`config.mk`:
```
export PLATFORM = sky130hd
export DESIGN_NAME = dac_addr_seq_flat
export DESIGN_NICKNAME = d
export VERILOG_FILES = /design/src/rtl/dac_addr_seq_if.sv /design/src/rtl/dac_addr_seq.sv /design/src/flat_wrapper.sv
export SDC_FILE = /design/constraint.sdc
export NUM_CORES = 1
export LEC_CHECK = 0
export CAP_MARGIN = 10
export CORE_UTILIZATION = 44
export DETAILED_ROUTE_END_ITERATION = 16
export PLACE_DENSITY = 0.94
export SYNTH_ARGS = -nofsm -noshare
export SYNTH_HDL_FRONTEND = slang
export SYNTH_SLANG_ARGS = --single-unit
```
`constraint.sdc`:
```
create_clock -name clk -period 3.5 [get_ports clk]
set_input_delay 0.7 -clock clk [delete_from_list [all_inputs] [get_ports clk]]
set_output_delay 0.7 -clock clk [all_outputs]
set_load 0.05 [all_outputs]
```
`src/rtl/dac_addr_seq_if.sv`:
```
// Bus between the timing trigger / control source and the DAC channel address sequencer.
// The master drives the control and window settings; the slave returns address, count and strobes.
interface dac_addr_seq_if #(
    parameter int NUM_ID = 60,
    parameter int ID_W   = 7,
    parameter int CNT_W  = 12
);
    logic              clk_enable;
    logic              trig;
    logic              abort;
    logic              mode_cont;
    logic [CNT_W-1:0]  win_start;
    logic [CNT_W-1:0]  win_end;
    logic [CNT_W-1:0]  wr_one_pos;
    logic [NUM_ID-1:0] id_mask;

    logic [ID_W-1:0]   addr;
    logic [CNT_W-1:0]  cnt;
    logic              wr;
    logic              wr_one;
    logic              mask;
    logic              busy;
    logic              done;
    logic [15:0]       frame_cnt;

    modport master (
        output clk_enable, trig, abort, mode_cont, win_start, win_end, wr_one_pos, id_mask,
        input  addr, cnt, wr, wr_one, mask, busy, done, frame_cnt
    );

    modport slave (
        input  clk_enable, trig, abort, mode_cont, win_start, win_end, wr_one_pos, id_mask,
        output addr, cnt, wr, wr_one, mask, busy, done, frame_cnt
    );
endinterface

```
`src/rtl/dac_addr_seq.sv`:
```
// DAC channel address sequencer: steps an ID address through NUM_ID slots of SLOT_CLKS
// enabled cycles each, generating a masked write window and a single write pulse per slot.
module dac_addr_seq #(
    parameter int NUM_ID    = 60,
    parameter int ID_W      = 7,
    parameter int SLOT_CLKS = 31,
    parameter int CNT_W     = 12
) (
    input  logic           clk,
    input  logic           reset,
    dac_addr_seq_if.slave  bus
);

    typedef enum logic {
        IDLE = 1'b0,
        RUN  = 1'b1
    } state_t;

    localparam logic [CNT_W-1:0] CNT_LAST  = CNT_W'(SLOT_CLKS - 1);
    localparam logic [ID_W-1:0]  ADDR_LAST = ID_W'(NUM_ID - 1);

    state_t           state;
    state_t           state_next;
    logic [CNT_W-1:0] slot_cnt;
    logic [CNT_W-1:0] slot_cnt_next;
    logic [ID_W-1:0]  id_addr;
    logic [ID_W-1:0]  id_addr_next;
    logic             done_reg;
    logic             done_next;
    logic [15:0]      frame_count;
    logic [15:0]      frame_count_next;
    logic             busy;
    logic             mask_bit;

    always_ff @(posedge clk or posedge reset) begin
        if (reset) begin
            state       <= IDLE;
            slot_cnt    <= '0;
            id_addr     <= '0;
            done_reg    <= 1'b0;
            frame_count <= '0;
        end else begin
            state       <= state_next;
            slot_cnt    <= slot_cnt_next;
            id_addr     <= id_addr_next;
            done_reg    <= done_next;
            frame_count <= frame_count_next;
        end
    end

    // abort beats trig, and trig beats the normal advance, so a trig on the
    // frame-end edge swallows that frame's done and frame count increment.
    always_comb begin
        state_next       = state;
        slot_cnt_next    = slot_cnt;
        id_addr_next     = id_addr;
        done_next        = 1'b0;
        frame_count_next = frame_count;

        if (bus.abort) begin
            state_next    = IDLE;
            slot_cnt_next = '0;
            id_addr_next  = '0;
        end else if (bus.trig) begin
            state_next    = RUN;
            slot_cnt_next = '0;
            id_addr_next  = '0;
        end else if (state == RUN && bus.clk_enable) begin
            if (slot_cnt < CNT_LAST) begin
                slot_cnt_next = slot_cnt + 1'b1;
            end else if (id_addr < ADDR_LAST) begin
                slot_cnt_next = '0;
                id_addr_next  = id_addr + 1'b1;
            end else begin
                slot_cnt_next    = '0;
                id_addr_next     = '0;
                done_next        = 1'b1;
                frame_count_next = frame_count + 16'd1;
                state_next       = bus.mode_cont ? RUN : IDLE;
            end
        end
    end

    // Mask lookup by explicit compare so a narrow NUM_ID never sees an oversized index.
    always_comb begin
        mask_bit = 1'b0;
        for (int i = 0; i < NUM_ID; i++) begin
            if (id_addr == ID_W'(i)) begin
                mask_bit = bus.id_mask[i];
            end
        end
    end

    assign busy = (state == RUN);

    assign bus.addr      = id_addr;
    assign bus.cnt       = slot_cnt;
    assign bus.busy      = busy;
    assign bus.done      = done_reg;
    assign bus.frame_cnt = frame_count;
    assign bus.mask      = busy & mask_bit;
    assign bus.wr        = busy & mask_bit & (slot_cnt >= bus.win_start) & (slot_cnt <= bus.win_end);
    assign bus.wr_one    = busy & (slot_cnt == bus.wr_one_pos);

endmodule
```
`src/flat_wrapper.sv`:
```
// flat-port wrapper written by rule: the top's interface ports become plain ports
module dac_addr_seq_flat 
#(
    parameter int NUM_ID    = 60,
    parameter int ID_W      = 7,
    parameter int SLOT_CLKS = 31,
    parameter int CNT_W     = 12
)
  (clk, reset, bus_clk_enable, bus_trig, bus_abort, bus_mode_cont, bus_win_start, bus_win_end, bus_wr_one_pos, bus_id_mask, bus_addr, bus_cnt, bus_wr, bus_wr_one, bus_mask, bus_busy, bus_done, bus_frame_cnt);
  dac_addr_seq_if #(.NUM_ID(NUM_ID), .ID_W(ID_W), .CNT_W(CNT_W)) bus_i ();
  input  logic clk;
  input  logic reset;
  input wire logic [$bits(bus_i.clk_enable)-1:0] bus_clk_enable;
  input wire logic [$bits(bus_i.trig)-1:0] bus_trig;
  input wire logic [$bits(bus_i.abort)-1:0] bus_abort;
  input wire logic [$bits(bus_i.mode_cont)-1:0] bus_mode_cont;
  input wire logic [$bits(bus_i.win_start)-1:0] bus_win_start;
  input wire logic [$bits(bus_i.win_end)-1:0] bus_win_end;
  input wire logic [$bits(bus_i.wr_one_pos)-1:0] bus_wr_one_pos;
  input wire logic [$bits(bus_i.id_mask)-1:0] bus_id_mask;
  output wire logic [$bits(bus_i.addr)-1:0] bus_addr;
  output wire logic [$bits(bus_i.cnt)-1:0] bus_cnt;
  output wire logic [$bits(bus_i.wr)-1:0] bus_wr;
  output wire logic [$bits(bus_i.wr_one)-1:0] bus_wr_one;
  output wire logic [$bits(bus_i.mask)-1:0] bus_mask;
  output wire logic [$bits(bus_i.busy)-1:0] bus_busy;
  output wire logic [$bits(bus_i.done)-1:0] bus_done;
  output wire logic [$bits(bus_i.frame_cnt)-1:0] bus_frame_cnt;
  assign bus_i.clk_enable = bus_clk_enable;
  assign bus_i.trig = bus_trig;
  assign bus_i.abort = bus_abort;
  assign bus_i.mode_cont = bus_mode_cont;
  assign bus_i.win_start = bus_win_start;
  assign bus_i.win_end = bus_win_end;
  assign bus_i.wr_one_pos = bus_wr_one_pos;
  assign bus_i.id_mask = bus_id_mask;
  assign bus_addr = bus_i.addr;
  assign bus_cnt = bus_i.cnt;
  assign bus_wr = bus_i.wr;
  assign bus_wr_one = bus_i.wr_one;
  assign bus_mask = bus_i.mask;
  assign bus_busy = bus_i.busy;
  assign bus_done = bus_i.done;
  assign bus_frame_cnt = bus_i.frame_cnt;
  dac_addr_seq #(.NUM_ID(NUM_ID), .ID_W(ID_W), .SLOT_CLKS(SLOT_CLKS), .CNT_W(CNT_W)) u_core (.clk(clk), .reset(reset), .bus(bus_i));
endmodule
```
After elaboration in Yosys (flattened, before gate mapping)
Index checks and enable logic that the tools add are counted.
Storage, ports and cells
  output and inout port bits: 40
  word-level logic and storage cells: 168
  input port bits: 102
  register bits after elaboration: 37
Operators by class
  bitwise logic cells: 8
  $lt $le $gt $ge: 4
  reduce and logical (&&, ||, !) cells: 6
  mux-type cells: 80
  add/subtract/negate cells: 3
  eq/ne operators: 62
Operators by type and width (number)
  == test 7 x 6 -> 1 bit, second input constant: 28
  == test 7 x 5 -> 1 bit, second input constant: 16
  two-way mux 1 bit: 71
  == test 7 x 4 -> 1 bit, second input constant: 8
  two-way mux 12 bit: 4
  two-way mux 7 bit: 5
  == test 7 x 3 -> 1 bit, second input constant: 4
  adder 16 x 1 -> 16 bit, second input constant: 1
  == test 7 x 2 -> 1 bit, second input constant: 2
  adder 12 x 1 -> 12 bit, second input constant: 1
  == test 12 bit: 1
  greater-or-equal comparator 12 bit: 1
  <= comparator 12 bit: 1
  < comparator 12 x 5 -> 1 bit, second input constant: 1
  adder 7 x 1 -> 7 bit, second input constant: 1
  == test 7 x 1 -> 1 bit, second input constant: 1
  zero test 7 bit: 1
  < comparator 7 x 6 -> 1 bit, second input constant: 1
  != test 3 bit, second input constant: 2
  AND reduction 5 bit: 1
  AND 1 bit: 4
  NOT 1 bit: 4
  AND reduction 3 bit: 1
  nonzero test 3 bit: 1
  other kinds (2): 2

Logic depth before layout (Yosys ltp)
  depth in word-level cells: 64
  gate-level depth with buffers: 12
  mapped depth without buffers: 10

Least setup slack after synthesis
No wires, ideal clock.
  kind: register to output
  from: register u_core.id_addr[0] (netlist: u_core.bus.addr[0])
  to: output port bus_wr
  cell stages (with the launch flop): 11
  slack: -0.142 ns
  data required time: 2.800 ns
  arrival: 2.942 ns
  path through: dfrtp_1 inv_1 ha_1 inv_1 clkbuf_1 o221ai_1 a32oi_1 o32a_1 and4_1 a211oi_2 a211oi_2
On the way
  longest elaborated chain between the ends: 64
RTL lines
  start, declared: line dac_addr_seq.sv:26  | logic [ID_W-1:0] id_addr;
  start signal, assigned: line dac_addr_seq.sv:45  | id_addr <= id_addr_next;
  zero test 7 bit: line dac_addr_seq.sv:88  | if (id_addr == ID_W'(i)) begin
  two-way mux 1 bit (59 in series): line dac_addr_seq.sv:88
  two-way mux 1 bit (*): line dac_addr_seq.sv:88
  AND 1 bit (*) (3 in series): line dac_addr_seq.sv:102  | assign bus.wr = busy & mask_bit & (slot_cnt >= bus.win_start) & (slot_cnt <= bus.win_end);
  end, declared: line flat_wrapper.sv:23  | output wire logic [$bits(bus_i.wr)-1:0] bus_wr;
Every way passes the cells marked *; elsewhere a longest branch is shown, timed or not.

Worst setup path in the final report
  from: input port bus_id_mask[52]
  to: output port bus_wr
On the way
  longest elaborated chain between the ends: 11
RTL lines
  start, declared: line flat_wrapper.sv:20  | input wire logic [$bits(bus_i.id_mask)-1:0] bus_id_mask;
  two-way mux 1 bit (8 in series): line dac_addr_seq.sv:88
  AND 1 bit (3 in series): line dac_addr_seq.sv:102
Every way passes these cells.

==> reports/metrics.csv <==
metric;value;unit
status;finished with violations;
failing checks;negative setup slack;
Worst Path Required;2.80;ns
first-pass GRT wire length;17.8;mm
Leak;0.00239;uW
Worst Reg-to-Reg Cells;9;
Synth top cells by count;nor2_1 (40), dfrtp_1 (37), inv_1 (36);
drt total wl;12.0;mm
largest net degree at the start of global routing;20;
Final HPWL DP;9.21;mm
Vias;4000;
total CTS buffers;5;
Die X;89.4;um
largest area contributor in the netlist;dfrtp_1;
Post-DRT Antenna Nets;0;
Layout Utilization;0.741;
Max Buffers Root-to-Sink;2;
crit path DAT;2.81;ns
setup violators final;2;
CP Launch Type;primary input;
cell row count;31;
Root Buffer;clkbuf_8;
initial antenna violation count;0;
CP endpoint kind;output pin;
sequential-to-total area share from yosys stat;0.276;
Max Cap Viol;0;
Slew Viols, Final;0;
pwr dens;218;nW/um^2
DR WL/cell;17.5;um
hold path depth;1;
Rel. slew slack;0.540;
final-report hold violation count;0;
1st-iter DRT viols;182;
Synth Register Bits;37;
worst-margin pin slew;0.690;ns
final worst slack;-0.0124;ns
unrepaired setup endpoints after global routing;yes;
Final Net Count;719;
largest fanout on the critical path;3;
Synthesis Warnings;0;
Initial Util;0.458;
Min-Delay Startpoint;u_core.bus.frame_cnt[15];
WHS;0.479;ns
GR Util All Layers;0.288;
first drt pass iteration count;5;
Die Y;89.4;um
WHS Endpoint;u_core.bus.frame_cnt[15];
GPL Wtd Cong;0.942;
Port Buffer Count;141;
Worst Hold Class;reg2reg;
top-area cell type share of the netlist area;0.276;
fraction of registers with async set/reset;1.00;
peak supply drop;0.000214;V
max FFs per register;16;
FMAX;285;MHz
vias in the first global route;3837;
fin crit period;3.51;ns
Critical R2R Capture;u_core.bus.frame_cnt[14];
vias per cell;5.82;
Ports;142;
Synth cell types;63;
cell with the most instances after synthesis;nor2_1;
Area Growth Syn to Fin;61.8;%
Clock Sinks;37;
Clk Latency, worst-skew pair;0.29;ns
period utilization;1.00;
Crit Path Class;in2out;
Post-synth EDFFs;0;
CTS tree;done;
layout cell share with drive strength beyond 1;0.168;
Syn Inst Count;410;
Mapped Nets;542;
H-tree depth;2;
Ant. Diodes;0;
CTS clk-pin slew, worst paths;0.07;ns
Main synth FF type;dfrtp_1;
syn avg cell area;8.19;sq um
Setup Skew;0.00283;ns
Remaining DRCs;0;
gr ovfl total;0;
top post-synthesis cells by area;dfrtp_1 (28%), ha_1 (11%), xnor2_1 (5.5%);
Core Area;7330;sq um
worst flop-to-flop path startpoint;u_core.bus.addr[2];
Die ar.;7990;sq um
Synth Cell Area;3360;sq um
Worst R2R Setup Slack;0.86;ns
metrics by stage:
stage          cells  power, uW  setup TNS [ns]  setup WS [ns]  instance area, sq um
2_1_floorplan    410        630               0        0.00807                  3370
3_3_place_gp     666        829          -0.142        -0.0785                  5050
3_5_place_dp     666        834          -0.372         -0.236                  5050
4_1_cts          674       1140        -0.00140       -0.00140                  5250
5_1_grt          687       1240          -0.178        -0.0953                  5430
6_report         687       1190         -0.0147        -0.0124                  5430
worst max-delay path by stage:
stage	from	depth (start not counted)	to	slack [ns]
after floorplan	u_core.bus.addr[0]	11	bus_mask	0.008
after detailed placement	bus_win_start[0]	12	bus_wr	-0.24
after CTS	u_core.bus.addr[1]	12	bus_wr	-0.001
final	bus_id_mask[52]	11	bus_wr	-0.01
after global placement	bus_id_mask[4]	12	bus_wr	-0.08
after global routing	bus_win_end[7]	12	bus_wr	-0.1
cells by family (layout without fill, tap and decap cells):
logic type	Yosys count	count (layout)	synth area share
mux	2	2	0.00671
fa+ha+maj	30	30	0.112
buf+inv	52	230	0.0630
simple gates	146	146	0.224
flops	37	37	0.276
xor+xnor	31	31	0.0808
compound gates	112	112	0.238
worst max-delay path: stages:
cell and delay, ns:
clkdlybuf4s50_1 0.41, nor2b_2 0.16, o22ai_2 0.10, a2111oi_2 0.38, nor2_1 0.12, a21boi_1 0.14
a41o_1 0.21, a211oi_2 0.21, buf_4 0.17, a211oi_4 0.04, buf_6 0.16
repair_timing:
action,in CTS,in global routing
hold buffers,0,0
pin swaps,12,11
endpoints found under the hold margin,0,0
setup buffers,1,13
resized for setup,35,21
cloned,0,0
setup endpoints to repair,2,2
cell type report:
| cell class | instances | area [sq um] |
|---|---|---|
| Clock buffer | 6 | 72.6 |
| Clock inverter | 2 | 10.0 |
| Fill cell | 530 | 1900 |
| Inverter | 38 | 150 |
| Multi-Input combinational cell | 321 | 2380 |
| Sequential cell | 37 | 928 |
| Tap cell | 99 | 124 |
| Timing Repair Buffer | 184 | 1770 |
per-layer routing:
metal / vias to the layer above / global-route usage / wire, um
met5: - / 0 / 0
met4: 0 / 0.141 / 511
met3: 48 / 0.0582 / 1070
met2: 239 / 0.521 / 5820
met1: 1861 / 0.322 / 4630
li1: 1852 / - / -
cell usage in the layout, fill, tap and decap left out, types with 11 or more instances in the layout:
cell             synthesis  final
nand2_1                 35     35
nand4_1                 11     11
inv_1                   36     32
xnor2_1                 21     21
o21ai_0                 14     13
a21oi_1                 24     21
nand3_1                 14     14
dfrtp_1                 37     35
buf_4                    2     38
nor2_1                  40     40
clkdlybuf4s50_1          0    135
ha_1                    30     26
power breakdown:
group / leakage [uW] / internal (uW) / switching [uW]
logic: 0.00183 / 257 / 203
clock network: 0.0000450 / 138 / 144
registers: 0.000511 / 432 / 12.3
total: 0.00239 / 827 / 359
Power figures use the tool's default switching activity.
